File: config.mk
export PLATFORM = sky130hd
export DESIGN_NAME = host_bus_bridge
export DESIGN_NICKNAME = d
export VERILOG_FILES = /design/src/rtl/host_bus_bridge_pkg.sv /design/src/rtl/host_bus_bridge_sync.sv /design/src/rtl/host_bus_bridge.sv
export SDC_FILE = /design/constraint.sdc
export NUM_CORES = 1
export LEC_CHECK = 0
export ABC_AREA = 1
export CORE_UTILIZATION = 40
export CTS_CLUSTER_DIAMETER = 100
export CTS_CLUSTER_SIZE = 30
export DETAILED_ROUTE_END_ITERATION = 6
export MAX_ROUTING_LAYER = met4
export PLACE_DENSITY = 0.79
export SLEW_MARGIN = 5
export SYNTH_ARGS = -nofsm -noshare
export SYNTH_HDL_FRONTEND = slang
export SYNTH_HIERARCHICAL = 1
export SYNTH_SLANG_ARGS = --single-unit
File: constraint.sdc
create_clock -name clk -period 4.1 [get_ports clk]
set_clock_uncertainty 0.1 [all_clocks]
set_input_delay 1.025 -clock clk [delete_from_list [all_inputs] [get_ports clk]]
set_output_delay 1.025 -clock clk [all_outputs]
set_load 0.005 [all_outputs]
File: src/rtl/host_bus_bridge_pkg.sv
// Shared definitions for the host bus bridge: FSM state encoding and synchronizer depth default.
package host_bus_bridge_pkg;

    localparam int SYNC_STAGES_DEFAULT = 2;

    typedef enum logic [2:0] {
        BRIDGE_IDLE         = 3'd0,
        BRIDGE_WR_SETUP     = 3'd1,
        BRIDGE_WR_STROBE    = 3'd2,
        BRIDGE_WR_HOLD      = 3'd3,
        BRIDGE_RD_ADDR      = 3'd4,
        BRIDGE_RD_DRIVE     = 3'd5,
        BRIDGE_WAIT_RELEASE = 3'd6
    } bridge_state_t;

endpackage

File: src/rtl/host_bus_bridge_sync.sv
// N-stage flop synchronizer for a small vector of asynchronous strobes.
// Adds STAGES cycles of latency; reset value is a parameter so strobes can reset inactive.
module bus_sync
    import host_bus_bridge_pkg::*;
#(
    parameter int               WIDTH   = 3,
    parameter int               STAGES  = SYNC_STAGES_DEFAULT,
    parameter logic [WIDTH-1:0] RST_VAL = '1
) (
    input  logic             clk,
    input  logic             reset,
    input  logic [WIDTH-1:0] d,
    output logic [WIDTH-1:0] q
);

    logic [WIDTH-1:0] stage_q [STAGES];
    logic [WIDTH-1:0] stage_d [STAGES];

    always_comb begin
        stage_d[0] = d;
        for (int i = 1; i < STAGES; i++) begin
            stage_d[i] = stage_q[i-1];
        end
    end

    always_ff @(posedge clk) begin
        for (int i = 0; i < STAGES; i++) begin
            if (reset) stage_q[i] <= RST_VAL;
            else       stage_q[i] <= stage_d[i];
        end
    end

    assign q = stage_q[STAGES-1];

endmodule

File: src/rtl/host_bus_bridge.sv
// Bridges the asynchronous host strobe bus onto clk-synchronous register-file access signals.
// Writes produce one 1-cycle reg_wr pulse; reads drive host_data_out while the host holds rd.
module host_bus_bridge
    import host_bus_bridge_pkg::*;
#(
    parameter int ADDR_WIDTH  = 8,
    parameter int DATA_WIDTH  = 16,
    parameter int SYNC_STAGES = SYNC_STAGES_DEFAULT
) (
    input  logic                  clk,
    input  logic                  reset,
    input  logic                  host_cs_n,
    input  logic                  host_rd_n,
    input  logic                  host_wr_n,
    input  logic [1:0]            host_be_n,
    input  logic [ADDR_WIDTH-1:0] host_addr,
    input  logic [DATA_WIDTH-1:0] host_data_in,
    output logic [DATA_WIDTH-1:0] host_data_out,
    output logic                  host_data_oe,
    output logic                  reg_en,
    output logic                  reg_rd,
    output logic                  reg_wr,
    output logic [1:0]            reg_be,
    output logic [ADDR_WIDTH-1:0] reg_addr,
    output logic [DATA_WIDTH-1:0] reg_data_in,
    input  logic [DATA_WIDTH-1:0] reg_data_out,
    output logic                  protocol_err
);

    localparam int             FW       = $clog2(SYNC_STAGES + 1);
    localparam logic [FW-1:0]  FILL_MAX = FW'(SYNC_STAGES);

    logic [2:0] strb_s;
    logic       cs, rd, wr;

    bus_sync #(.WIDTH(3), .STAGES(SYNC_STAGES), .RST_VAL(3'b111)) u_strb_sync (
        .clk   (clk),
        .reset (reset),
        .d     ({host_cs_n, host_rd_n, host_wr_n}),
        .q     (strb_s)
    );

    assign cs = ~strb_s[2];
    assign rd = cs & ~strb_s[1];
    assign wr = cs & ~strb_s[0];

    bridge_state_t         state_q, state_d;
    logic                  armed_q, armed_d;
    logic                  err_q, err_d;
    logic [FW-1:0]         fill_q, fill_d;
    logic [ADDR_WIDTH-1:0] reg_addr_q, reg_addr_d;
    logic [DATA_WIDTH-1:0] reg_data_in_q, reg_data_in_d;
    logic [1:0]            reg_be_q, reg_be_d;
    logic [DATA_WIDTH-1:0] host_data_out_q, host_data_out_d;
    logic                  reg_en_q, reg_en_d;
    logic                  reg_rd_q, reg_rd_d;
    logic                  reg_wr_q, reg_wr_d;
    logic                  host_data_oe_q, host_data_oe_d;

    always_comb begin
        state_d         = state_q;
        armed_d         = armed_q;
        err_d           = err_q;
        fill_d          = fill_q;
        reg_addr_d      = reg_addr_q;
        reg_data_in_d   = reg_data_in_q;
        reg_be_d        = reg_be_q;

        // Synchronizer outputs only reflect the pins once the reset value has flushed out,
        // so an idle observation is trusted only after that.
        if (fill_q != FILL_MAX) fill_d = fill_q + FW'(1);

        case (state_q)
            BRIDGE_IDLE: begin
                if (!rd && !wr && fill_q == FILL_MAX) armed_d = 1'b1;
                if (rd && wr) begin
                    err_d   = 1'b1;
                    state_d = BRIDGE_WAIT_RELEASE;
                end else if (armed_q && wr) begin
                    state_d       = BRIDGE_WR_SETUP;
                    reg_addr_d    = host_addr;
                    reg_data_in_d = host_data_in;
                    reg_be_d      = ~host_be_n;
                end else if (armed_q && rd) begin
                    state_d    = BRIDGE_RD_ADDR;
                    reg_addr_d = host_addr;
                end
            end
            BRIDGE_WR_SETUP:     state_d = BRIDGE_WR_STROBE;
            BRIDGE_WR_STROBE:    state_d = BRIDGE_WR_HOLD;
            BRIDGE_WR_HOLD:      state_d = BRIDGE_WAIT_RELEASE;
            BRIDGE_RD_ADDR:      state_d = rd ? BRIDGE_RD_DRIVE : BRIDGE_IDLE;
            BRIDGE_RD_DRIVE:     if (!rd) state_d = BRIDGE_IDLE;
            BRIDGE_WAIT_RELEASE: if (!rd && !wr) state_d = BRIDGE_IDLE;
            default:             state_d = BRIDGE_IDLE;
        endcase

        // Outputs are decoded from the next state so they register on the transition edge.
        reg_en_d = (state_d == BRIDGE_WR_SETUP) || (state_d == BRIDGE_WR_STROBE) ||
                   (state_d == BRIDGE_WR_HOLD)  || (state_d == BRIDGE_RD_ADDR)   ||
                   (state_d == BRIDGE_RD_DRIVE);
        reg_rd_d        = (state_d == BRIDGE_RD_ADDR) || (state_d == BRIDGE_RD_DRIVE);
        reg_wr_d        = (state_d == BRIDGE_WR_STROBE);
        host_data_oe_d  = (state_d == BRIDGE_RD_DRIVE);
        host_data_out_d = (state_d == BRIDGE_RD_DRIVE) ? reg_data_out : host_data_out_q;
    end

    always_ff @(posedge clk) begin
        if (reset) begin
            state_q         <= BRIDGE_IDLE;
            armed_q         <= 1'b0;
            err_q           <= 1'b0;
            fill_q          <= '0;
            reg_addr_q      <= '0;
            reg_data_in_q   <= '0;
            reg_be_q        <= '0;
            host_data_out_q <= '0;
            reg_en_q        <= 1'b0;
            reg_rd_q        <= 1'b0;
            reg_wr_q        <= 1'b0;
            host_data_oe_q  <= 1'b0;
        end else begin
            state_q         <= state_d;
            armed_q         <= armed_d;
            err_q           <= err_d;
            fill_q          <= fill_d;
            reg_addr_q      <= reg_addr_d;
            reg_data_in_q   <= reg_data_in_d;
            reg_be_q        <= reg_be_d;
            host_data_out_q <= host_data_out_d;
            reg_en_q        <= reg_en_d;
            reg_rd_q        <= reg_rd_d;
            reg_wr_q        <= reg_wr_d;
            host_data_oe_q  <= host_data_oe_d;
        end
    end

    assign host_data_out = host_data_out_q;
    assign host_data_oe  = host_data_oe_q;
    assign reg_en        = reg_en_q;
    assign reg_rd        = reg_rd_q;
    assign reg_wr        = reg_wr_q;
    assign reg_be        = reg_be_q;
    assign reg_addr      = reg_addr_q;
    assign reg_data_in   = reg_data_in_q;
    assign protocol_err  = err_q;

endmodule

* Yosys cells after proc, flatten, opt, wreduce, memory -nomap -nowiden
Memory sizes are Yosys's and may differ from the RTL's.
Index checks and enable logic that the tools add are counted.
** Word-level totals
- Memory bits (writable) :: 6
- Logic and storage cells :: 68
- Input bits :: 47
- Memories :: 1
- Register bits :: 53
** Memories
- u_strb_sync.stage_q :: words 2, bits a word 3, read ports 2, clocked after memory_dff 0, wr ports 2, line host_bus_bridge_sync.sv:16 : logic [WIDTH-1:0] stage_q [STAGES];
** Operators by class
- Add/subtract/negate cells :: 1
- Reduce and logical (&&, ||, !) cells :: 18
- Bitwise operators :: 9
- Eq/ne operators :: 13
- Mux-type cells :: 14
** Operators with widths (count)
- 3-bit 2-to-1 mux :: 8
- 3-bit case mux with 7 select lines :: 1
- 8-bit 2-to-1 mux :: 2
- 3-bit == test, second input constant :: 5
- 3-bit by 2-bit == test with 1-bit output, second input constant :: 4
- 3-bit by 1-bit == test with 1-bit output, second input constant :: 2
- 3-bit AND reduction :: 2
- 1-bit logical AND :: 5
- 1-bit logical OR :: 5
- 1-bit inverter :: 4
- 2-bit AND reduction :: 2
- 3-bit logical NOT :: 1
- 1-bit 2-to-1 mux :: 3
- 2-bit by 1-bit adder with 2-bit output, second input constant :: 1
- 1-bit bitwise AND :: 2
- 2-bit == test, second input constant :: 1
- 1-bit logical NOT :: 2
- 2-bit != test, second input constant :: 1
- 2-bit inverter :: 1
- 1-bit bitwise OR :: 2
- 2-bit nonzero test :: 1

* Longest topological paths before layout
Gate-level depths: netlist (run 1).
- Depth after elaboration :: 12
- Depth in mapped cells :: 9

* Hierarchy
The synthesis (run 1) kept the hierarchy.
** Modules (own cells, without submodules)
- host_bus_bridge :: seq. area each 1061.0 um2, cells an instance 257, area an instance 2053.2 um2, times used 1
- bus_sync :: seq. area each 120.1 um2, cells an instance 19, area an instance 168.9 um2, times used 1

* Least setup slack after synthesis (run 1)
Ideal clock, no wire load.
- Kind :: input to register
- From :: input reset
- To :: register reg_addr_q[4], in the netlist reg_addr[4]
- Arrival :: 1.793 ns
- Path buffers :: 3
- Setup time :: 0.065 ns
- Data required time :: 3.935 ns
- Cell stages on the path :: 6
- Setup slack :: 2.142 ns
- Path through :: clkbuf_1 -> inv_1 -> buf_2 -> clkbuf_1 -> o21ai_0 -> nor2_1
** RTL lines
- start: declaration :: line host_bus_bridge.sv:11 : input logic reset,
- end signal: assignment :: line host_bus_bridge.sv:127 : reg_addr_q <= reg_addr_d;
- end: declaration :: line host_bus_bridge.sv:51 : logic [ADDR_WIDTH-1:0] reg_addr_q, reg_addr_d;

==> results of run 1 <==
sequential cells by signal, summed over array words and instances (netlist names):
signal,flops
armed_q,1
reg_data_in,16
fill_q,2
reg_wr,1
host_data_oe,1
protocol_err,1
reg_be,2
host_data_out,16
reg_addr,8
u_strb_sync/stage_q,6
reg_rd,1
state_q,3
reg_en,1
cell type report:
cell class,count,area [um^2]
tap,70,87.6
timing repair buffer,94,938
clock buffer,11,151
fill,461,1860
multi-input combinational,188,897
inverter,18,70.1
clock inverter,4,50.0
sequential,59,1180
power breakdown:
group	leakage [nW]	internal, mW	total [mW]	switching, mW
Combinational	0.816	0.0702	0.126	0.0553
Sequential	0.477	0.594	0.610	0.0160
Clock	0.0974	0.309	0.526	0.217
kinds of logic (layout without fill, tap and decap cells):
family                     Yosys count  after routing  share of synthesized area (%)
and+or+nand+nor                    132            132                           26.4
DFF                                 59             59                           53.2
AOI/OAI and AO/OA                   55             55                           13.5
buffers and inverters               29            127                           6.47
adders and majority gates            1              1                          0.563
final timing paths:
check	endpoint	slack (ns)
worst max-delay path	reg_addr[0]	1.71
worst min-delay path	u_strb_sync/stage_q[1][1]	0.30
worst max register to register	reg_en	2.46
worst min register to register	u_strb_sync/stage_q[1][1]	0.30
metal layers:
| layer | vias to the layer above | wire length (um) |
|---|---|---|
| met5 | - | 0 |
| met4 | 0 | 91 |
| met3 | 9 | 438 |
| met2 | 83 | 2420 |
| met1 | 891 | 2300 |
| li1 | 1066 | - |
cells in the final DEF (no fill, tap or decap):
cell / Yosys / final
clkdlybuf4s50_1: 0 / 93
nor2_1: 62 / 62
dfxtp_1: 59 / 59
nand2_1: 54 / 54
a21oi_1: 21 / 21
o21ai_1: 18 / 18
inv_1: 12 / 12
o21ai_0: 11 / 11
clkbuf_8: 0 / 11
inv_2: 5 / 5
nand3_1: 4 / 4
nor2_2: 2 / 2
nand2_4: 2 / 2
nor2_4: 2 / 2
nand3_4: 2 / 2
a21oi_2: 2 / 2
clkinvlp_4: 0 / 2
nor2_8: 1 / 1
inv_4: 1 / 1
a22oi_1: 1 / 1
a21oi_4: 1 / 1
a21boi_0: 1 / 1
or2_2: 1 / 1
nor3_1: 1 / 1
nor4_1: 1 / 1
ha_1: 1 / 1
bufinv_16: 0 / 1
clkinv_2: 0 / 1
buf_4: 0 / 1
critical path, cell delays in order:
cell and delay [ns]:
clkdlybuf4s50_1 0.39, buf_4 0.22, inv_1 0.55, o21ai_0 0.22, nor2_1 0.13
per-stage QoR:
step | instance area (um^2) | worst slack [ns] | power, mW
after floorplan | 2220 | 2.14 | 0.681
after global placement | 3170 | 1.40 | 0.745
after detailed placement | 3170 | 1.37 | 0.748
after CTS | 3380 | 1.72 | 1.28
after global routing | 3380 | 1.55 | 1.32
final | 3380 | 1.71 | 1.26
==> metrics.cfg, run 1 <==
[floorplanning]
row_count=26
ios=94
coreArea_um2=5240
initial_core_util_pct=42.4
die_h_um=76.5
die_w_um=76.5
dieArea_um2=5860

[timing]
max-slew-margin-rel_pct=52.9
drv_slew=0
max_freq_mhz=419
whs_ns=0.303
finalCritPeriodShare_pct=58.2
fin_crit_ns=2.39
rsz0062_at_grt=false
worstMarginPinSlew_ns=0.706
setup_viol=0
hold_viol_final=0
tns_ns=0

[clocking]
cts_buffers=9
cts_resized=0
clkTransAtPathRegs_ns=0.06
root_buffer=clkbuf_8
h-tree-depth=3
cts_max_path_buffers=2
cts_tree=built
clock-sinks=59
clk_latency_ns=0.32
post_cts_buffers=0
holdBufCountCts=0

[critical_path]
critPathArrivalTime_ns=2.55
crit_start=reset
cp_max_fo=29
worstSetupPathType=input pin to flip-flop
cp-end-kind=flip-flop
required_ns=4.26
critPathLaunchType=input pin
ff2ff_path_depth=8
r2r_start=u_strb_sync/stage_q[1][2]

[logic_synthesis]
syn_nets=324
synth_edf_count=0
syn_area_um2=2220
yosys_warnings=6
postSynthAreaPerCell_um2=8.05
syn_inst=276
yosys.area.top_type=dfxtp_1
yosys_register_bits=59
synth.most_common_cell=nor2_1
synth_common_cells=nor2_1, dfxtp_1, nand2_1
ys_async_sr_fraction_pct=0
yosysSeqAreaShare_pct=53.2
synth_flop_cell=dfxtp_1
synth_area_leaders=dfxtp_1, nor2_1, nand2_1, a21oi_1, o21ai_1
synth_top_cell_area_share_pct=53.2
netlist-cell-type-count=27

[route]
post_drt_wl_per_cell_um=11.8
vias=2049
post_drt_via_cell_ratio=4.61
drcViolationCount=0
ant_nets=0
first_pass_iters=4
drtIter0Drc=94
route.final.wire_length_um=5240

[finish]
fin_nets=418
area.growth.synth_to_final_pct=51.9
drive_gt1_share_pct=9.36
stdcell_count=444
diodes=0
finalCoreUtilization_pct=64.5

[run]
maxCapViolations=0

[hold_path]
holdCritPathClass=flip-flop to flip-flop
min-delay-start=u_strb_sync/stage_q[0][1]
hold_depth=2

[global_route]
grt_pass1_vias=2005
grt_max_degree=30
met1_usage_pct=22.9
overflow=0
met2_usage_pct=31.1
top_usage_layer=met2
antenna_found_initial=0
grt_pass1_wl_um=8870
track_usage_pct=19.7
use_met3_pct=6.83

[outcome]
status=complete, no violations

[power]
power_density_nw_per_um2=374
leakagePower_nw=1.39
max-vdd-ir-drop_v=0.000301

[placement]
finalWeightedCongestion=0.847
dp.final_hpwl_um=3600
dp.cells=429
io_buffers=93

Note: power is estimated with default switching activity, not from simulation.
==> inputs of run 2 (changes only) <==
clock period = 2.4 ns   (was 4.1 ns; I/O delays follow)
==> metrics.cfg, run 2 (synthesis gave the netlist of run 1 again) <==
[floorplanning]
die_h_um=76.5  ; unchanged
row_count=26  ; unchanged
die_w_um=76.5  ; unchanged
dieArea_um2=5860  ; unchanged
coreArea_um2=5240  ; unchanged
initial_core_util_pct=42.4  ; unchanged
ios=94  ; unchanged

[route]
first_pass_iters=4  ; unchanged
drcViolationCount=0  ; unchanged
vias=2069  ; +0.98%
post_drt_wl_per_cell_um=11.3  ; -4.2%
route.final.wire_length_um=5050  ; -3.7%
drtIter0Drc=63  ; -33%
post_drt_via_cell_ratio=4.64  ; +0.52%
ant_nets=0  ; unchanged

[finish]
multiInputGateArea_um2=897  ; unchanged
diodes=0  ; unchanged
area.growth.synth_to_final_pct=54.9
layout_commonest_cell=clkdlybuf4s50_1
fin_nets=419  ; +0.24%
drive_gt1_share_pct=9.84  ; +0.48 points
ff_latch_area_um2=1180  ; unchanged
final_cell_mix=clkdlybuf4s50_1, nor2_1, dfxtp_1
fillers=435  ; -5.6%

[clocking]
cts_tree=built
cts_resized=0  ; unchanged
h-tree-depth=3  ; unchanged
clock-sinks=59  ; unchanged
clk_latency_ns=0.33  ; about the same
clkTransAtPathRegs_ns=0.07  ; about the same
post_cts_buffers=0  ; unchanged
holdBufCountCts=0  ; unchanged
cts_max_path_buffers=2  ; unchanged
root_buffer=clkbuf_8
cts_buffers=9  ; unchanged

[critical_path]
cp-end-kind=primary output
cp_max_fo=2  ; -93%
worstSetupPathType=flip-flop to primary output
crit_buf_inv=1  ; -2
critical_path.slowest_cell=clkdlybuf4s50_1
cpPeakStageDelay_ns=0.52  ; -0.03 ns
critPathLaunchType=flip-flop
crit_path_cell_trace=clkdlybuf4s50_1
cp_top_family=buffers and inverters
required_ns=1.70  ; -2.56 ns
critPathArrivalTime_ns=1.19  ; -1.36 ns

[placement]
io_buffers=93  ; unchanged
finalWeightedCongestion=0.824  ; -2.7%
dp.final_hpwl_um=3420  ; -5.1%
place_worst_setup_slack_ns=0.608  ; -0.764 ns

[global_route]
antenna_found_initial=0  ; unchanged
overflow=0  ; unchanged
grt_max_degree=30  ; unchanged
grt_pass1_vias=2007  ; +0.10%
grt_pass1_wl_um=8910  ; +0.38%
track_usage_pct=19.9  ; +0.14 points

[timing]
tns_ns=0  ; unchanged
setup_viol=0  ; unchanged
setup_ws_ns=0.511  ; -1.20 ns
drv_slew=0  ; unchanged
worstMarginPinSlew_ns=0.330  ; -0.376 ns
rsz0062_at_grt=false
hold_viol_final=0  ; unchanged
max_freq_mhz=529
finalCritPeriodShare_pct=78.7
fin_crit_ns=1.89
max-slew-margin-rel_pct=78.0  ; +25 points

[power]
leakagePower_nw=1.43  ; +2.9%
power_density_nw_per_um2=697  ; +87%
max-vdd-ir-drop_v=0.000361  ; +20%

[outcome]
status=complete, no violations

[run]
maxCapViolations=0  ; unchanged

[hold_path]
holdCritPathClass=flip-flop to flip-flop

[run 2: cell count changes in the layout (fill, tap and decap cells not counted)]
cell,delta
bufinv_16,+2
buf_4,+1
clkinvlp_4,-2
clkbuf_8,+1
[run 2: final cells by class]
cell class | instances | area share, %
clock buffer | 12 | 4.80
timing repair buffer | 95 | 27.5
multi-input combinational | 188 | 26.1
tap | 70 | 2.54
inverter | 18 | 2.04
sequential | 59 | 34.3
clock inverter | 4 | 2.76
[run 2: path summary, 6_finish.rpt]
check,startpoint,end,slack (ns),cells past startpoint
max reg2reg,u_strb_sync/stage_q[1][2],reg_en,0.78,8
min,u_strb_sync/stage_q[0][1],u_strb_sync/stage_q[1][1],0.31,2
min reg2reg,u_strb_sync/stage_q[0][1],u_strb_sync/stage_q[1][1],0.31,2
max,reg_addr[0],reg_addr[0],0.51,1
[run 2: report_power, final]
part / leakage, nW / internal [mW] / switching, mW / total, mW
clock: 0.133 / 0.773 / 0.371 / 1.14
sequential: 0.477 / 1.01 / 0.0271 / 1.04
combinational: 0.821 / 0.120 / 0.0939 / 0.214
[run 2: metrics by stage]
| stage | instance area [um^2] | hold WS (ns) | util (%) | total power [mW] | instances |
|---|---|---|---|---|---|
| 6_report | 3440 | 0.307 | 65.7 | 2.40 | 446 |
| 5_1_grt | 3440 | 0.337 | 65.7 | 2.51 | 446 |
| 4_1_cts | 3440 | 0.306 | 65.7 | 2.43 | 446 |
| 3_5_place_dp | 3180 | 0.292 | 60.8 | 1.28 | 430 |
| 3_3_place_gp | 3180 | 0.292 | 60.8 | 1.27 | 430 |
| 2_1_floorplan | 2220 | 0.280 | - | 1.16 | 276 |
[run 2: per-layer routing]
layer  track usage (%)  wire length (um)  share of wire, %
met2              29.2              2170                43
met1              23.2              2390                47
met4              10.8                83               1.6
met3              7.90               405               8.0
met5                 -                 0                 0
